`config.mk`:
```
export PLATFORM = sky130hd
export DESIGN_NAME = add_scheduler
export DESIGN_NICKNAME = d
export VERILOG_FILES = /design/src/rtl/add_scheduler.sv
export SDC_FILE = /design/constraint.sdc
export NUM_CORES = 1
export LEC_CHECK = 0
export CAP_MARGIN = 0
export CORE_MARGIN = 10
export CORE_UTILIZATION = 43
export DETAILED_ROUTE_END_ITERATION = 16
export PLACE_DENSITY = 0.89
export SYNTH_ARGS = -nofsm -noshare
export SYNTH_HDL_FRONTEND = slang
export SYNTH_HIERARCHICAL = 1
export SYNTH_SLANG_ARGS = --single-unit
```
`constraint.sdc`:
```
create_clock -name clk -period 3.6 [get_ports clk]
set_clock_uncertainty 0.05 [all_clocks]
set_input_delay 0.72 -clock clk [delete_from_list [all_inputs] [get_ports clk]]
set_output_delay 0.72 -clock clk [all_outputs]
set_load 0.01 [all_outputs]
```
`src/rtl/add_scheduler.sv`:
```
// Two-requester round-robin front end sharing one WIDTH-bit adder and one result register.
// Define ADD_SCHED_SAT_EN to saturate the sum to all ones on carry-out.
module add_sched_adder #(
    parameter int WIDTH = 8
) (
    input  logic [WIDTH-1:0] x,
    input  logic [WIDTH-1:0] y,
    output logic [WIDTH:0]   sum
);
    assign sum = {1'b0, x} + {1'b0, y};
endmodule

module add_scheduler #(
    parameter int WIDTH = 8
) (
    input  logic             clk,
    input  logic             rst,
    input  logic             a_valid,
    input  logic [WIDTH-1:0] a_x,
    input  logic [WIDTH-1:0] a_y,
    output logic             a_ready,
    input  logic             b_valid,
    input  logic [WIDTH-1:0] b_x,
    input  logic [WIDTH-1:0] b_y,
    output logic             b_ready,
    output logic             res_valid,
    input  logic             res_ready,
    output logic [WIDTH-1:0] res_data,
    output logic             res_carry,
    output logic             res_id,
    output logic [7:0]       op_count
);
    typedef enum logic {EMPTY = 1'b0, FULL = 1'b1} state_t;

    typedef struct packed {
        logic [WIDTH-1:0] x;
        logic [WIDTH-1:0] y;
    } operand_t;

    state_t           state, state_next;
    logic             last_grant;   // 0 = A, 1 = B
    logic             slot_free;
    logic             accept;
    operand_t         req_a, req_b, req_sel;
    logic [WIDTH:0]   sum;
    logic [WIDTH-1:0] data_next;
    logic             carry_next;

    // state register
    always_ff @(posedge clk or posedge rst) begin
        if (rst) state <= EMPTY;
        else     state <= state_next;
    end

    // next-state logic
    always_comb begin
        state_next = state;
        case (state)
            EMPTY:   if (accept) state_next = FULL;
            FULL:    if (!accept && res_ready) state_next = EMPTY;
            default: state_next = EMPTY;
        endcase
    end

    // outputs: grants are combinational, the requester that did not win last gets a tie
    always_comb begin
        res_valid = (state == FULL);
        slot_free = !res_valid || res_ready;
        a_ready   = !rst && slot_free && a_valid && (!b_valid || last_grant);
        b_ready   = !rst && slot_free && b_valid && (!a_valid || !last_grant);
    end

    assign accept  = a_ready || b_ready;
    assign req_a   = '{x: a_x, y: a_y};
    assign req_b   = '{x: b_x, y: b_y};
    assign req_sel = b_ready ? req_b : req_a;

    add_sched_adder #(.WIDTH(WIDTH)) u_adder (
        .x   (req_sel.x),
        .y   (req_sel.y),
        .sum (sum)
    );

    assign carry_next = sum[WIDTH];
`ifdef ADD_SCHED_SAT_EN
    assign data_next = sum[WIDTH] ? {WIDTH{1'b1}} : sum[WIDTH-1:0];
`else
    assign data_next = sum[WIDTH-1:0];
`endif

    // result register and bookkeeping only move on an accepted transfer
    always_ff @(posedge clk or posedge rst) begin
        if (rst) begin
            res_data   <= '0;
            res_carry  <= 1'b0;
            res_id     <= 1'b0;
            last_grant <= 1'b1;
            op_count   <= 8'd0;
        end else if (accept) begin
            res_data   <= data_next;
            res_carry  <= carry_next;
            res_id     <= b_ready;
            last_grant <= b_ready;
            op_count   <= op_count + 8'd1;
        end
    end
endmodule

```
; ---- Word level (Yosys, flattened, before mapping)
; Cells that the tools add are included.
[totals]
ff_bits = 20
word_cells = 29
[op_classes]
n_reduce_logical = 16
addsub = 2
bitwise_logic = 1
n_mux = 4
[ops]
columns = cell, n
row1 = 16-bit 2-to-1 mux, 1
row2 = 8-bit by 8-bit adder with 9-bit output, 1
row3 = "8-bit by 1-bit adder with 8-bit output, second input constant", 1
row4 = 1-bit logical AND, 6
row5 = 1-bit zero test, 6
row6 = 1-bit logical OR, 4
row7 = 1-bit 2-to-1 mux, 2
row8 = 1-bit one-hot mux with 2 select lines, 1
row9 = 1-bit inverter, 1

; ---- Logic depth before layout (Yosys ltp)
; Gate-level depths: netlist of run 1.
[depth]
depth_word = 10
depth_mapped = 13

; ---- Hierarchy
; The synthesis of run 1 kept the hierarchy.
[by_module_without_submodules]
columns = mod, area_per_inst_um2, seq_area_each_um2, instances, cells_per_inst
row1 = add_scheduler, 1124.8, 501.7, 1, 85
row2 = add_sched_adder, 324.1, 0.0, 1, 42

; ---- Worst setup path before layout of run 1
; No wires, ideal clock.
[synth_path]
kind = input -> register
start = in rst
end = reg res_carry
n_path_buf = 3
required_ns = 3.425
stages = 13
arrival_ns = 3.245
setup_slack_ns = 0.181
path_cell_list = buf_6 inv_2 and4_4 buf_6 buf_12 mux2_4 ha_1 fa_1 a21oi_1 nor2_1 nor2_1 o21ai_0 mux2_2
[synth_lines]
columns = element, line_no
row1 = from (decl), 17  ; input logic rst,
row2 = to (signal assigned), 101  ; res_carry <= carry_next;
row3 = to (decl), 29  ; output logic res_carry,

==> results of run 1 <==
## registers in the layout, indices dropped and copies added (netlist names)
signal,flops
res_valid,1
res_id,1
last_grant,1
res_data,8
res_carry,1
op_count,8
## metrics by stage
step / hold WS (ns) / cell area [sq um] / setup WS [ns]
CTS: 0.435 / 2140 / 0.258
detailed placement: 0.410 / 2100 / -0.0666
global placement: 0.411 / 2100 / 0.0209
floorplan: 0.448 / 1450 / 0.181
global route: 0.455 / 2140 / 0.133
finish: 0.427 / 2140 / 0.239
## Yosys cell counts, drive strengths merged (4+ instances only)
| cell | instances | share of area |
|---|---|---|
| xor2 | 9 | 0.054 |
| dfrtp | 19 | 0.33 |
| a21oi | 5 | 0.017 |
| a21o | 4 | 0.021 |
| nor4 | 6 | 0.026 |
| nand3 | 5 | 0.017 |
| inv | 4 | 0.010 |
| mux2 | 26 | 0.22 |
| ha | 9 | 0.078 |
| nor3 | 4 | 0.017 |
| buf | 5 | 0.045 |
| nand2 | 6 | 0.016 |
## cells by family after synthesis
kind of cell             Yosys count
AO/OA/AOI/OAI                     17
XOR/XNOR                          11
adder cells (fa/ha/maj)           10
buffers and inverters              9
flip-flops                        20
multiplexers                      27
AND/OR/NAND/NOR                   33
## area by class of cell
class / count / area share
clock buffers: 4 / 0.0170
inverters: 4 / 0.00703
multi-input cells: 98 / 0.406
flip-flops and latches: 20 / 0.235
well taps: 46 / 0.0269
repair buffers: 67 / 0.308
## layer usage
metal | wire length (microns) | vias up | part of all wire | track usage
li1 | - | 601 | - | -
met1 | 1630 | 573 | 0.42 | 0.145
met2 | 1910 | 49 | 0.50 | 0.221
met3 | 268 | 5 | 0.070 | 0.0410
met4 | 38 | 0 | 0.0099 | 0.0323
met5 | 0 | - | 0 | 0
## critical path, stage by stage
cell	delay, ns
clkdlybuf4s50_1	0.47
nand2b_1	0.13
and4_4	0.35
buf_12	0.15
mux2_4	0.30
ha_1	0.34
a21o_1	0.22
a21o_1	0.20
a221oi_1	0.27
nand2_1	0.09
mux2_2	0.26
## report_power, final
| group | internal [uW] | switching, uW | total [uW] |
|---|---|---|---|
| registers | 310 | 80.0 | 390 |
| clock network | 61.7 | 64.1 | 126 |
| logic | 312 | 199 | 512 |
## cell usage in the layout, fill, tap and decap left out, types with 4 or more instances in the layout
cell type / synthesis / layout
clkdlybuf4s50_1: 0 / 57
buf_4: 0 / 9
a21oi_1: 5 / 5
xor2_1: 9 / 9
mux2_4: 8 / 8
dfrtp_1: 19 / 19
a21o_1: 4 / 4
nand3_1: 5 / 5
mux2_2: 18 / 18
ha_1: 9 / 9
nand2_1: 6 / 6
nor4_1: 6 / 6
## worst min-delay path by stage
stage / start / end / slack, ns / cells after the start
floorplan: last_grant$_DFFE_PP1P_ / last_grant$_DFFE_PP1P_ / 0.45 / 1
finish: op_count[7]$_DFFE_PP0P_ / op_count[7]$_DFFE_PP0P_ / 0.43 / 1
detailed placement: op_count[7]$_DFFE_PP0P_ / op_count[7]$_DFFE_PP0P_ / 0.41 / 1
CTS: op_count[7]$_DFFE_PP0P_ / op_count[7]$_DFFE_PP0P_ / 0.43 / 1
global placement: op_count[7]$_DFFE_PP0P_ / op_count[7]$_DFFE_PP0P_ / 0.41 / 1
global route: op_count[7]$_DFFE_PP0P_ / op_count[7]$_DFFE_PP0P_ / 0.46 / 1
==> results by group, run 1 <==
STA
  – RSZ-0062 raised after global routing: false
  – Least-Margin Pin Slew: approximately 0.44 ns
  – Relative slew slack: 0.702
  – Peak Freq: 298 MHz
  – Final setup TNS: 0 ns
  – Final Slew Violations: 0
  – Setup violations, final: 0
  – Final Hold Viols: 0
  – Min Tclk post-route: 3.36 ns
  – Period utilisation layout: 0.933

Floorplanning
  – Io pins: 58
  – Die H: 78.0 microns
  – Die span in x: 78.0 microns
  – Die Area: 6090 sq um
  – Initial core utilization: 0.441
  – Core Footprint: 3280 sq um
  – FP Rows: 21

Global route
  – Total gr overflow: 0
  – First-pass GRT wire length: 6420 microns
  – Largest net degree at the start of global routing: 22
  – GRT Util Overall: 0.126
  – Number of global-route vias before repair: 1,390
  – Initial antenna violation count: 0

Cells and area
  – Post-layout util: 0.650
  – Layout Area Growth over Synthesis: 47.4%
  – Fillers: about 270
  – Layout cell share with drive strength beyond 1: 0.233
  – # diodes: 0
  – Sequential cell area: 502 sq um
  – Nets: 241
  – Area occupied by multi-input gates: 867 sq um
  – Final instance count without filler cells: 239

Critical path
  – CP endpoint: res_data[7]$_DFFE_PP0P_
  – Crit start category: input port
  – Reg2reg end: res_data[7]$_DFFE_PP0P_
  – CP endpoint kind: flip-flop
  – Setup crit start: res_ready
  – R2R Setup Slk: about 0.75 ns
  – Worst endpoint data arrival time: 3.51 ns
  – Max Fanout on Critical Path: 10
  – Critical path type: input port to flip-flop
  – Worst EP required: 3.75 ns
  – FF-to-FF path depth: 10
  – Critical R2R Launch: res_valid$_DFF_PP0_

Yosys
  – Post-synth ARST share: 1.00
  – Syn nets: 174
  – Simple-gate share of the synthesized area: 0.129
  – #FFs+latches synth: 20
  – Syn Inst Count: between 100 and 150
  – Compound-Gate Fraction of Synth Area: 0.0820
  – YS warnings: 6
  – Mux contribution to synthesized area: 0.230
  – Cell Area, Synth: around 1400 sq um
  – Top FF cell, synth: dfrtp_1
  – Synthesized area per cell: 11.4 sq um
  – Synth cell types: 33
  – Number of synthesized flops with an enable pin: 0
  – Synth Area in XOR/XNOR: 0.0665
  – Register area share after synthesis: 0.346
  – Adder-cell share of the synthesized area: 0.0915
  – Largest family of logic cells by synthesized area: multiplexers

Routing
  – DRT iter0 DRCs: 77
  – Drt pass-1 iters: 4
  – Vias: 1,228
  – ANT nets after route: 0
  – Via density: 5.14
  – Drt wl/cell: 16.1 microns
  – DRC viols: 0
  – Post-Route WL: 3850 microns

Clock tree
  – CTS tree: yes
  – H-tree depth: 1
  – Clk slew on worst S/H paths: ~0.11 ns
  – Hold buffer count at CTS: 0
  – Setup Fix Bufs, Post-CTS: 0
  – CTS Buffer Depth: 2
  – Post-CTS sizing: 0
  – Clock latency on the worst-skew pair: around 0.30 ns
  – Cts bufs inserted: 3
  – Clk sinks: 20
  – CTS root buf: clkbuf_4

Placement
  – Port bufs: 57
  – RePlAce Congestion: between 0.8 and 0.9
  – Inst Count DP: 235
  – DP HPWL: 3280 microns

Pwr
  – Worst ir drop on vdd: 0.324 mV
  – Pleak: 0.000927 uW
  – PD cells: 481 nW/um^2
  – Pwr Total: 1030 uW

Status
  – Status: completed

Hold path
  – Min-delay worst type: flip-flop to flip-flop

Run
  – MaxCap Viol Count: 0
No activity file was read; power rests on OpenSTA's default activity.
==> run 2: changes to the inputs <==
CORE_UTILIZATION = 46   (was 43)
PLACE_DENSITY = 0.94   (was 0.89)
SYNTH_HIERARCHICAL = unset   (was 1)
clock period = 4.2 ns   (was 3.6 ns; I/O delays follow)
==> run 2 against run 1 <==
Via count grew 7.0%. Sequential power shrank 22%. Non-clock buffer count shrank 7. Clock-buffer cell count shrank 1. First-iteration DRC count shrank 7.8%. Area after synthesis shrank 1.9%. Register-to-register slack gained 0.25 ns. Largest cell class unchanged. Highest routed layer unchanged.
==> results by group, run 2 <==
Clock tree
  – CTS tree: yes
  – CTS root buf: clkbuf_4
  – H-tree depth: 1 (unchanged)
  – Clk sinks: 20 (unchanged)
  – CTS Buffer Depth: 2 (unchanged)
  – Clock latency on the worst-skew pair: 0.31 ns (about the same)
  – Hold buffer count at CTS: 0 (unchanged)
  – Setup Fix Bufs, Post-CTS: 0 (unchanged)
  – Clk slew on worst S/H paths: 0.12 ns (about the same)
  – Post-CTS sizing: 0 (unchanged)
  – Cts bufs inserted: 3 (unchanged)

Routing
  – DRT iter0 DRCs: 71 (-7.8%)
  – Vias: 1,314 (+7.0%)
  – Via density: 5.71 (+11%)
  – Post-Route WL: 3910 microns (+1.6%)
  – Drt pass-1 iters: 4 (unchanged)
  – ANT nets after route: 0 (unchanged)
  – Drt wl/cell: 17.0 microns (+5.6%)
  – DRC viols: 0 (unchanged)

STA
  – Peak Freq: around 270 MHz
  – Setup violations, final: 0 (unchanged)
  – Setup ws final: 0.429 ns (+0.190 ns)
  – Period utilisation layout: 0.898
  – Final Hold Viols: 0 (unchanged)
  – Final setup TNS: 0 ns (unchanged)
  – Relative slew slack: 0.487 (-0.215)
  – Min Tclk post-route: 3.77 ns
  – Least-Margin Pin Slew: 0.769 ns (+0.324 ns)
  – Final Slew Violations: 0 (unchanged)
  – RSZ-0062 raised after global routing: false

Cells and area
  – # diodes: 0 (unchanged)
  – Final Cell Area: 2050 sq um (-4.0%)
  – Layout Area Growth over Synthesis: 44.3%
  – Commonest cells after routing, fill and taps aside: clkdlybuf4s50_1 (57), nand2_1 (19), dfrtp_1 (19), mux2_2 (16), ha_1 (9)
  – Sequential cell area: 502 sq um (unchanged)
  – Nets: 245 (+1.7%)
  – Fillers: 215 (-20%)
  – Top flop regs: op_count: 8 flops, res_data: 8 flops
  – Post-layout util: 0.683 (+0.0326)
  – Layout cell share with drive strength beyond 1: 0.162 (-0.0707)
  – Commonest non-fill, non-tap cell in the layout: clkdlybuf4s50_1
  – Final instance count without filler cells: 230 (-3.8%)
  – Area occupied by multi-input gates: 843 sq um (-2.7%)

Pwr
  – Internal Power: 568 uW (-17%)
  – Comb power frac: 0.452 (-0.046)
  – Clk network pwr share: 0.189 (+0.067)
  – Pleak: 0.000867 uW (-6.4%)
  – Net switching power: 283 uW (-18%)
  – Worst ir drop on vdd: 0.178 mV (-45%)
  – Sw Ratio: 0.332 (-0.00201)
  – PD cells: 415 nW/um^2 (-14%)
  – Sequential share of power: 0.358 (-0.021)

Yosys
  – YS warnings: 0 (-6)
  – Synth area leaders: dfrtp_1 (33%), mux2_2 (13%), ha_1 (7.9%)
  – Number of synthesized flops with an enable pin: 0 (unchanged)
  – Syn nets: 186 (+6.9%)
  – Post-synth ARST share: 1.00 (unchanged)
  – #FFs+latches synth: 20 (unchanged)
  – Cell taking the most area after synthesis: dfrtp_1
  – Register area share after synthesis: 0.353 (+0.00671)
  – Top FF cell, synth: dfrtp_1
  – Syn Inst Count: 139 (+9.4%)
  – Cell Area, Synth: 1420 sq um (-1.9%)
  – Synthesized area per cell: 10.2 sq um (-10%)
  – Synth top cells by count: dfrtp_1 (19), nand2_1 (19), mux2_2 (16)
  – Synth cell types: 42 (+27%)
  – Post-synth top area share: 0.335 (+0.00636)

Critical path
  – Crit start category: input port
  – Buf/Inv on CP: 2 (unchanged)
  – Max Fanout on Critical Path: 8 (-2)
  – Worst EP required: 4.35 ns (+0.60 ns)
  – Largest delay share family, worst path: compound AO/OA/AOI/OAI gates
  – FF-to-FF path depth: 10 (unchanged)
  – Reg2reg end: res_carry$_DFFE_PP0P_
  – Worst endpoint data arrival time: 3.92 ns (+0.41 ns)
  – Critical Path Max Stage Delay: 0.50 ns (+0.03 ns)
  – Critical R2R Launch: res_valid$_DFF_PP0_
  – Worst-path cell chain: clkdlybuf4s50_1 > nor2b_4 > nor2_1 > and3_1 > buf_4 > mux2_2 > fa_1 > a21oi_1 > o21ai_0 > o311a_1 > o41a_1
  – CP endpoint kind: flip-flop
  – Slowest stage cell, crit path: clkdlybuf4s50_1
  – Critical path type: input port to flip-flop
  – R2R Setup Slk: 1.00 ns (+0.25 ns)

Global route
  – GRT Util Overall: 0.137 (+0.0108)
  – First-pass GRT wire length: 6090 microns (-5.3%)
  – Total gr overflow: 0 (unchanged)
  – Initial antenna violation count: 0 (unchanged)
  – Number of global-route vias before repair: 1,322 (-4.9%)
  – Largest net degree at the start of global routing: 21 (-4.5%)

Hold path
  – Worst hold endpoint: op_count[7]$_DFFE_PP0P_
  – Worst Hold Depth: 1 (unchanged)
  – Hold Startpoint: op_count[7]$_DFFE_PP0P_
  – Min-delay worst type: flip-flop to flip-flop

Floorplanning
  – Die span in x: 75.6 microns (-3.2%)
  – FP Rows: 20 (-4.8%)
  – Initial core utilization: 0.473 (+0.0322)
  – Die H: 75.6 microns (-3.2%)
  – Core Footprint: 3000 sq um (-8.6%)
  – Io pins: 58 (unchanged)
  – Die Area: 5710 sq um (-6.2%)

Placement
  – DP HPWL: 2930 microns (-11%)
  – Inst Count DP: 226 (-3.8%)
  – Placed Area: 2000 sq um (-4.8%)
  – Port bufs: 57 (unchanged)
  – RePlAce Congestion: 0.853 (-4.3%)
  – Placement Setup Slack: 0.181 ns (+0.248 ns)

Run
  – MaxCap Viol Count: 0 (unchanged)

Status
  – Status: completed
## run 2: changes by cell type in the layout (fill, tap and decap cells not counted), moves of 5 or more
| cell | previous run | this run |
|---|---|---|
| buf_4 | 9 | 3 |
| mux2_4 | 8 | 0 |
| nand2_1 | 6 | 19 |
| nor4_1 | 6 | 1 |
| xnor2_1 | 2 | 8 |
| xor2_1 | 9 | 0 |
## run 2: worst max path at each step
stage,start,to,slack (ns),cells after the start
after global placement,res_ready,res_carry$_DFFE_PP0P_,0.24,11
after detailed placement,res_ready,res_carry$_DFFE_PP0P_,0.18,11
after global routing,res_ready,res_carry$_DFFE_PP0P_,0.31,11
after CTS,res_ready,res_carry$_DFFE_PP0P_,0.42,11
after floorplan,rst,res_carry$_DFFE_PP0P_,0.55,12
final,res_ready,res_carry$_DFFE_PP0P_,0.43,11
## run 2: cell type report
class / instances / area share
flip-flops and latches: 20 / 0.245
repair buffers: 60 / 0.289
well taps: 33 / 0.0201
clock inverters: 1 / 0.0146
inverters: 5 / 0.00915
multi-input cells: 108 / 0.411
clock buffers: 3 / 0.0110
## run 2: worst reg2reg max path, cell delays in order, from the launching register on
cell and delay (ns):
dfrtp_1 0.39, nor2b_4 0.15, nor2_1 0.11, and3_1 0.29, buf_4 0.19, mux2_2 0.37, fa_1 0.46, a21oi_1 0.24
o21ai_0 0.16, o311a_1 0.34, o41a_1 0.34
## run 2: per-layer routing
| layer | GRT usage | routed length (microns) | vias to the layer above |
|---|---|---|---|
| met5 | 0 | 0 | - |
| li1 | - | - | 622 |
| met3 | 0.0247 | 287 | 7 |
| met1 | 0.154 | 1550 | 631 |
| met4 | 0.0598 | 72 | 0 |
| met2 | 0.246 | 2000 | 54 |
## run 2: per-stage QoR
| stage | power [uW] | hold slack, ns |
|---|---|---|
| final | 851 | 0.433 |
| after floorplan | 499 | 0.448 |
| after global routing | 895 | 0.454 |
| after global placement | 677 | 0.410 |
| after CTS | 853 | 0.438 |
| after detailed placement | 685 | 0.413 |
## run 2: cell families (layout without fill, tap and decap cells)
logic type / after synthesis / in the layout / share of synthesized area
AO/OA/AOI/OAI: 26 / 26 / 0.141
flip-flops: 20 / 20 / 0.353
XOR/XNOR: 8 / 8 / 0.0493
buffers and inverters: 11 / 69 / 0.0537
adder cells (fa/ha/maj): 10 / 10 / 0.0933
AND/OR/NAND/NOR: 47 / 47 / 0.176
multiplexers: 17 / 17 / 0.134
## run 2: power groups by stage
| stage | sequential [uW] | combinational (uW) | clock [uW] |
|---|---|---|---|
| final | 305 | 385 | 161 |
| after global routing | 315 | 415 | 165 |
| after CTS | 306 | 389 | 158 |
| after detailed placement | 309 | 376 | 0 |
| after global placement | 306 | 371 | 0 |
| after floorplan | 326 | 173 | 0 |
==> run 3: changes to the inputs <==
CORE_MARGIN = 2   (was 10)
CORE_UTILIZATION = 25   (was 46)
HOLD_SLACK_MARGIN = 0.12   (was unset)
PLACE_DENSITY = 0.6   (was 0.94)
==> run 3 against run 2 <==
Flip-flop and latch count stayed put. Non-clock buffer count is the same. Sequential power about the same. Clock-buffer cell count is the same. Setup slack worse by 0.0065 ns. Largest power group unchanged. Highest routed layer unchanged.
==> results by group, run 3 (synthesis results as in run 2) <==
Critical path
  – CP endpoint kind: flip-flop
  – Critical Path Max Stage Delay: 0.51 ns (about the same)
  – Worst endpoint data arrival time: 3.87 ns (-0.05 ns)
  – R2R Setup Slk: 1.06 ns (+0.06 ns)
  – Worst EP required: 4.29 ns (-0.06 ns)
  – Reg2reg end: res_carry$_DFFE_PP0P_
  – Crit start category: input port
  – Critical R2R Launch: res_valid$_DFF_PP0_
  – Max Fanout on Critical Path: 8 (unchanged)
  – Worst-path cell chain: clkdlybuf4s50_1 > nor2b_4 > nor2_1 > and3_1 > buf_4 > mux2_2 > fa_1 > a21oi_1 > o21ai_0 > o311a_1 > o41a_1
  – Buf/Inv on CP: 2 (unchanged)
  – Slowest stage cell, crit path: clkdlybuf4s50_1
  – Critical path type: input port to flip-flop
  – FF-to-FF path depth: 10 (unchanged)
  – Largest delay share family, worst path: compound AO/OA/AOI/OAI gates

Placement
  – Inst Count DP: 265 (+17%)
  – Port bufs: 57 (unchanged)
  – DP HPWL: 2720 microns (-7.4%)
  – RePlAce Congestion: 0.809 (-5.2%)
  – Placement Setup Slack: 0.154 ns (-0.0268 ns)

Floorplanning
  – Die span in x: 79.4 microns (+5.0%)
  – Die H: 79.4 microns (+5.0%)
  – Die Area: 6300 sq um (+10%)
  – Initial core utilization: 0.258 (-0.215)
  – Core Footprint: 5510 sq um (+83%)
  – Io pins: 58 (unchanged)
  – FP Rows: 27 (+35%)

STA
  – Final Slew Violations: 0 (unchanged)
  – Final setup TNS: 0 ns (unchanged)
  – Relative slew slack: 0.490 (+0.00318)
  – Period utilisation layout: 0.899 (+0.00156)
  – Setup violations, final: 0 (unchanged)
  – Min Tclk post-route: 3.78 ns (+0.00654 ns)
  – Hold_ws: 0.426 ns (-0.00739 ns)
  – Peak Freq: 265 MHz (-0.17%)
  – Least-Margin Pin Slew: 0.764 ns (-0.00476 ns)
  – Final Hold Viols: 0 (unchanged)
  – RSZ-0062 raised after global routing: false
  – Setup ws final: 0.423 ns (-0.00654 ns)

Cells and area
  – Commonest non-fill, non-tap cell in the layout: clkdlybuf4s50_1
  – Top flop regs: op_count: 8 flops, res_data: 8 flops
  – Sequential cell area: 502 sq um (unchanged)
  – Layout cell share with drive strength beyond 1: 0.162 (unchanged)
  – Nets: 245 (unchanged)
  – # diodes: 0 (unchanged)
  – Fillers: 534 (+150%)
  – Commonest cells after routing, fill and taps aside: clkdlybuf4s50_1 (57), nand2_1 (19), dfrtp_1 (19), mux2_2 (16), ha_1 (9)
  – Layout Area Growth over Synthesis: 49.0%
  – Area occupied by multi-input gates: 843 sq um (unchanged)
  – Final instance count without filler cells: 269 (+17%)

Pwr
  – Worst ir drop on vdd: 0.235 mV (+32%)
  – PD cells: 410 nW/um^2 (-1.3%)
  – Pwr Total: 868 uW (+2.0%)
  – Pleak: 0.000875 uW (+0.90%)

Status
  – Status: completed

Clock tree
  – Cts bufs inserted: 3 (unchanged)
  – Setup Fix Bufs, Post-CTS: 0 (unchanged)
  – Clock latency on the worst-skew pair: 0.25 ns (-0.06 ns)
  – Clk sinks: 20 (unchanged)
  – Clk slew on worst S/H paths: 0.08 ns (-0.04 ns)
  – CTS Buffer Depth: 2 (unchanged)
  – Post-CTS sizing: 0 (unchanged)
  – H-tree depth: 1 (unchanged)
  – CTS root buf: clkbuf_8
  – CTS tree: yes
  – Hold buffer count at CTS: 0 (unchanged)

Global route
  – Number of global-route vias before repair: 1,173 (-11%)
  – Met3 GRT Util: 0.0147 (-0.0100)
  – Largest net degree at the start of global routing: 21 (unchanged)
  – Global Route met1 Usage: 0.149 (-0.00534)
  – GRT met2 Usage: 0.182 (-0.0643)
  – Total gr overflow: 0 (unchanged)
  – Initial antenna violation count: 0 (unchanged)
  – GR peak layer: met2
  – GRT Util Overall: 0.109 (-0.0283)
  – First-pass GRT wire length: 5480 microns (-10%)

Routing
  – Drt wl/cell: 12.5 microns (-26%)
  – Post-Route WL: 3370 microns (-14%)
  – DRT iter0 DRCs: 61 (-14%)
  – Vias: 1,230 (-6.4%)
  – Via density: 4.57 (-20%)
  – ANT nets after route: 0 (unchanged)
  – DRC viols: 0 (unchanged)
  – Drt pass-1 iters: 4 (unchanged)

Hold path
  – Worst Hold Depth: 1 (unchanged)
  – Worst hold endpoint: op_count[7]$_DFFE_PP0P_
  – Min-delay worst type: flip-flop to flip-flop
  – Hold Startpoint: op_count[7]$_DFFE_PP0P_

Run
  – MaxCap Viol Count: 0 (unchanged)
## run 3: cell count changes in the layout (fill, tap and decap cells not counted)
cell      change
clkbuf_4      -3
clkbuf_8      +3
## run 3: area by class of cell
class / instances / share of cell area
sequential: 20 / 0.237
inverter: 5 / 0.00886
timing repair buffer: 60 / 0.280
tap: 72 / 0.0425
multi-input combinational: 108 / 0.398
clock buffer: 3 / 0.0195
clock inverter: 1 / 0.0142
## run 3: worst max-delay path by stage
stage / from / endpoint / slack [ns] / depth (start not counted)
final: res_ready / res_carry$_DFFE_PP0P_ / 0.42 / 11
after global routing: res_ready / res_carry$_DFFE_PP0P_ / 0.23 / 11
after CTS: res_ready / res_carry$_DFFE_PP0P_ / 0.41 / 11
after detailed placement: res_ready / res_carry$_DFFE_PP0P_ / 0.15 / 11
after global placement: res_ready / res_carry$_DFFE_PP0P_ / 0.20 / 11
after floorplan: rst / res_carry$_DFFE_PP0P_ / 0.55 / 12
## run 3: routing by layer
metal / wire length (microns) / share of wire
met5: 0 / 0
met4: 17 / 0.0050
met3: 165 / 0.049
met2: 1600 / 0.47
met1: 1590 / 0.47
## run 3: worst register-to-register path, stage by stage (launching register included)
cell and delay, ns:
dfrtp_1 0.38, nor2b_4 0.15, nor2_1 0.11, and3_1 0.25, buf_4 0.19, mux2_2 0.37, fa_1 0.46, a21oi_1 0.24
o21ai_0 0.16, o311a_1 0.34, o41a_1 0.32
## run 3: through the flow
stage | util | instance area, sq um
final | 0.385 | 2120
after floorplan | - | 1420
after global placement | 0.372 | 2050
after detailed placement | 0.372 | 2050
after CTS | 0.385 | 2120
after global routing | 0.385 | 2120
## run 3: report_power, final
group	internal [uW]	leakage (uW)	switching, uW
registers	252	0.000247	55.1
clock network	127	0.0000357	64.0
logic	219	0.000592	151
